[src/rtl/poly_eval_horner.sv]
// Polynomial evaluator using Horner's method on one shared multiply/add
// datapath. Operands are entered one at a time with a Go press/release
// handshake: the coefficients a_DEGREE..a_0 come first, then x.
module poly_eval_horner #(
    parameter int WIDTH  = 8,
    parameter int DEGREE = 2,
    parameter int SIGNED = 0
) (
    input  logic                          Clock,
    input  logic                          Resetn,
    input  logic                          Go,
    input  logic [WIDTH-1:0]              DataIn,
    output logic [$clog2(DEGREE+2)-1:0]   LoadIndex,
    output logic                          Busy,
    output logic [WIDTH-1:0]              DataResult,
    output logic                          ResultValid,
    output logic                          Overflow
);

    localparam int   LI_W = $clog2(DEGREE + 2);
    localparam logic SGN  = (SIGNED != 0);

    localparam logic [2:0] S_LOAD = 3'd0;
    localparam logic [2:0] S_WAIT = 3'd1;
    localparam logic [2:0] S_INIT = 3'd2;
    localparam logic [2:0] S_MUL  = 3'd3;
    localparam logic [2:0] S_ADD  = 3'd4;
    localparam logic [2:0] S_DONE = 3'd5;

    // ops[k] holds a_(DEGREE-k) for k = 0..DEGREE, ops[DEGREE+1] holds x,
    // so the slot number is exactly the LoadIndex the operand arrived on.
    logic [WIDTH-1:0]   ops [DEGREE+2];
    logic [2:0]         state;
    logic [WIDTH-1:0]   acc;
    logic [LI_W-1:0]    cnt;
    logic               ovf_int;

    logic [WIDTH-1:0]   x_val;
    logic [WIDTH-1:0]   coef_i;
    logic [2*WIDTH-1:0] prod;
    logic [WIDTH:0]     sum;
    logic               mul_ovf;
    logic               add_ovf;

    assign x_val = ops[DEGREE+1];
    assign Busy  = (state == S_INIT) || (state == S_MUL) ||
                   (state == S_ADD)  || (state == S_DONE);

    // Shared ALU: full-precision product/sum plus range checks. Operands are
    // sign-extended only in signed mode, so one datapath serves both modes.
    always_comb begin
        coef_i = '0;
        for (int k = 0; k <= DEGREE; k++)
            if (cnt == LI_W'(DEGREE - k)) coef_i = ops[k];
        prod    = {{WIDTH{SGN & acc[WIDTH-1]}}, acc} *
                  {{WIDTH{SGN & x_val[WIDTH-1]}}, x_val};
        sum     = {SGN & acc[WIDTH-1], acc} + {SGN & coef_i[WIDTH-1], coef_i};
        // Fits iff the upper half is the extension of the kept low half.
        mul_ovf = prod[2*WIDTH-1:WIDTH] != {WIDTH{SGN & prod[WIDTH-1]}};
        add_ovf = sum[WIDTH] != (SGN & sum[WIDTH-1]);
    end

    // Load handshake, Horner sequencing and result registers.
    always_ff @(posedge Clock or negedge Resetn) begin
        if (!Resetn) begin
            state       <= S_LOAD;
            LoadIndex   <= '0;
            for (int k = 0; k < DEGREE + 2; k++) ops[k] <= '0;
            acc         <= '0;
            cnt         <= '0;
            ovf_int     <= 1'b0;
            DataResult  <= '0;
            ResultValid <= 1'b0;
            Overflow    <= 1'b0;
        end else begin
            case (state)
                S_LOAD: if (Go) begin
                    for (int k = 0; k < DEGREE + 2; k++)
                        if (LoadIndex == LI_W'(k)) ops[k] <= DataIn;
                    ResultValid <= 1'b0;
                    state       <= S_WAIT;
                end
                S_WAIT: if (!Go) begin
                    if (LoadIndex < LI_W'(DEGREE + 1)) begin
                        LoadIndex <= LoadIndex + 1'b1;
                        state     <= S_LOAD;
                    end else begin
                        state     <= S_INIT;
                    end
                end
                S_INIT: begin
                    acc     <= ops[0];
                    ovf_int <= 1'b0;
                    cnt     <= LI_W'(DEGREE - 1);
                    state   <= S_MUL;
                end
                S_MUL: begin
                    acc <= prod[WIDTH-1:0];
                    if (mul_ovf) ovf_int <= 1'b1;
                    state <= S_ADD;
                end
                S_ADD: begin
                    acc <= sum[WIDTH-1:0];
                    if (add_ovf) ovf_int <= 1'b1;
                    if (cnt == '0) begin
                        state <= S_DONE;
                    end else begin
                        cnt   <= cnt - 1'b1;
                        state <= S_MUL;
                    end
                end
                S_DONE: begin
                    DataResult  <= acc;
                    Overflow    <= ovf_int;
                    ResultValid <= 1'b1;
                    LoadIndex   <= '0;
                    state       <= S_LOAD;
                end
                default: state <= S_LOAD;
            endcase
        end
    end

endmodule

[config.mk]
export PLATFORM = sky130hd
export DESIGN_NAME = poly_eval_horner
export DESIGN_NICKNAME = d
export VERILOG_FILES = /design/src/rtl/poly_eval_horner.sv
export SDC_FILE = /design/constraint.sdc
export NUM_CORES = 1
export LEC_CHECK = 0
export CAP_MARGIN = 10
export CORE_ASPECT_RATIO = 0.75
export CORE_MARGIN = 4
export CORE_UTILIZATION = 35
export CTS_BUF_LIST = sky130_fd_sc_hd__clkbuf_16
export DETAILED_ROUTE_END_ITERATION = 8
export HOLD_SLACK_MARGIN = 0.02
export PLACE_DENSITY = 0.54
export SLEW_MARGIN = 10
export SYNTH_ARGS = -nofsm -noshare
export SYNTH_HDL_FRONTEND = slang
export SYNTH_SLANG_ARGS = --single-unit
[constraint.sdc]
create_clock -name Clock -period 13.9 [get_ports Clock]
set_input_delay 2.085 -clock Clock [delete_from_list [all_inputs] [get_ports Clock]]
set_output_delay 2.085 -clock Clock [all_outputs]
set_load 0.02 [all_outputs]
==> flow_summary.ini <==
[grt]
antenna_found_initial = 0
grt_first_pass_wirelength_um = 20200
grt_max_degree = 59
grt_pass1_vias = 3818
grt_overflow_total = 0
grt_usage_pct = 15.15

[clocking]
cts_root_buffer = clkbuf_16
htree_levels = 3
cts_setup_buffers = 0
cts_resized = 0
clk_latency_ps = 330
cts.sinks = 58
cts_buffers = 9
cts.path.max_buffers = 2
holdBufCountCts = 0
clk_pin_slew_ps = 60
cts_tree = built

[drt]
vias_per_cell = 5.090
vias = 3919
ant_nets = 0
wl_per_cell_um = 15.77
drc_errors = 0
drt-initial-drc-count = 268
drt-total-wl_um = 12140
drtPass1Iterations = 5

[timing]
min_period_ps = 4702
setup_violations = 0
setup_ws_ps = 9198
tns_ps = 0
worst_slew_pin_slew_ps = 830.6
fmax_ghz = 0.2127
min_period_over_period_pct = 33.83
fin_skew_ps = 5.945
hold_viol = 0
slew_headroom_pct = 44.63
slew_viol_final = 0
grt_setup_unrepaired = false

[setup_path]
reg2regPathDepth = 13
rrSetupSlack_ps = 9200
critPathRequiredTime_ps = 14100
end_kind = register
r2r_start = acc[3]
critPathArrivalTime_ps = 4900
cp_max_fo = 12
critPathLaunchType = register
critPathLaunch = acc[3]
reg2reg_to = ovf_int
critPathKind = register to register

[hold_path]
hold_end = DataResult[1]
min_path_cells = 2
hold_class = register to register
min-delay-start = DataResult[1]

[synth]
synth_edf_count = 0
synth_nets = 654
avgSynthCellArea_sq_um = 9.327
synthFlopType = dfrtp_1
seq_area_frac_synth_pct = 28.04
async_flop_share_pct = 100.0
netlist_area_sq_um = 5176
ys_types = 54
ys_seq_elements = 58
synthCells = 555
yosys_warnings = 0

[finish]
syn2layout_area_growth_pct = 13.10
antenna_cells = 0
finalInstanceArea_sq_um = 5854
final_util_pct = 40.50
nNetsFinal = 664
layout_common_cells = nand2_1, inv_1, dfrtp_1
drive_above_1_share_pct = 9.298

[floorplanning]
pin_count = 24
start_util_pct = 35.81
dieHeight_um = 113.3
die_area_sq_um = 16820
core_area_sq_um = 14450
rows = 38
die_w_um = 148.4

[placed_design]
place_area_sq_um = 5544
portBuffers = 23
post-dp-hpwl_um = 9391
place_congestion = 0.8394
pre_cts_ws_ps = 9228

[job]
max-cap-violations = 0

[status]
status = finished clean
-- worst max-delay path, stage by stage (launching register included) --
cell       delay, ps
dfrtp_1          600
nand2_1          150
fa_1             600
fa_1             450
fa_1             520
fa_1             550
inv_1             40
ha_1             350
or4_1            550
o211ai_2         120
o2111ai_1        190
a21oi_2          170
xor2_1           160
a31oi_1          100
-- registers in the layout, indices dropped and copies added, names as in the netlist --
name and cells:
ops 24, DataResult 8, acc 8, x_val 8, state 3, LoadIndex 2, cnt 2, Overflow 1
ResultValid 1, ovf_int 1
-- cell usage after synthesis (all sizes together) (3+ instances only) --
cell	n	share of area (%)
nand2	73	5.4
inv	72	5.2
dfrtp	58	28
ha	51	12
mux2	41	8.9
fa	37	14
o21ai	32	3.1
and2	30	3.6
a21oi	27	2.7
nor2	24	1.7
clkbuf	21	1.7
nor3	8	0.87
a21o	6	0.89
o211ai	6	1.1
xnor2	6	1.0
a211oi	5	0.73
nand3	5	0.48
o22ai	5	0.60
xor2	5	0.85
a31oi	4	0.48
buf	4	0.51
mux2i	4	0.77
nand2b	3	0.36
o21a	3	0.44
-- how the worst max path moves through the flow --
stage | end | depth (start not counted) | slack (ps)
2_1_floorplan | ovf_int | 14 | 9500
3_3_place_gp | ovf_int | 13 | 9410
3_5_place_dp | ovf_int | 13 | 9230
4_1_cts | ovf_int | 13 | 9170
5_1_grt | ovf_int | 13 | 8930
6_report | ovf_int | 13 | 9200
-- per-layer routing --
layer  GRT usage, %  vias to the layer above  wire [um]
li1               -                     1873          -
met1          23.38                     1945       6363
met2          20.97                       87       5013
met3          3.883                       14        632
met4          3.692                        0        130
met5              0                        -          0
-- logic make-up after synthesis --
logic type               synth area share (%)
AO/OA/AOI/OAI                           12.42
buffers and inverters                   7.445
multiplexers                            9.693
XOR/XNOR                                1.861
AND/OR/NAND/NOR                         13.90
adder cells (fa/ha/maj)                 26.64
flip-flops                              28.04
-- area by class of cell --
cell class                 count  area [sq um]
fill                        1458          8600
clock inverter                 7         85.08
multi-input combinational    400          3339
timing repair buffer          24         232.7
inverter                      72         270.3
sequential                    58          1451
tap                          200         250.2
clock buffer                   9         225.2
-- through the flow --
step | hold WS, ps | cells
4_1_cts | 492.4 | 770
3_5_place_dp | 480.8 | 754
6_report | 484.1 | 770
2_1_floorplan | 464.5 | 555
5_1_grt | 506.8 | 770
3_3_place_gp | 472.9 | 754
Power is not shown: default switching activity piles up to over one toggle a cycle in this logic, so the estimate is an artifact.
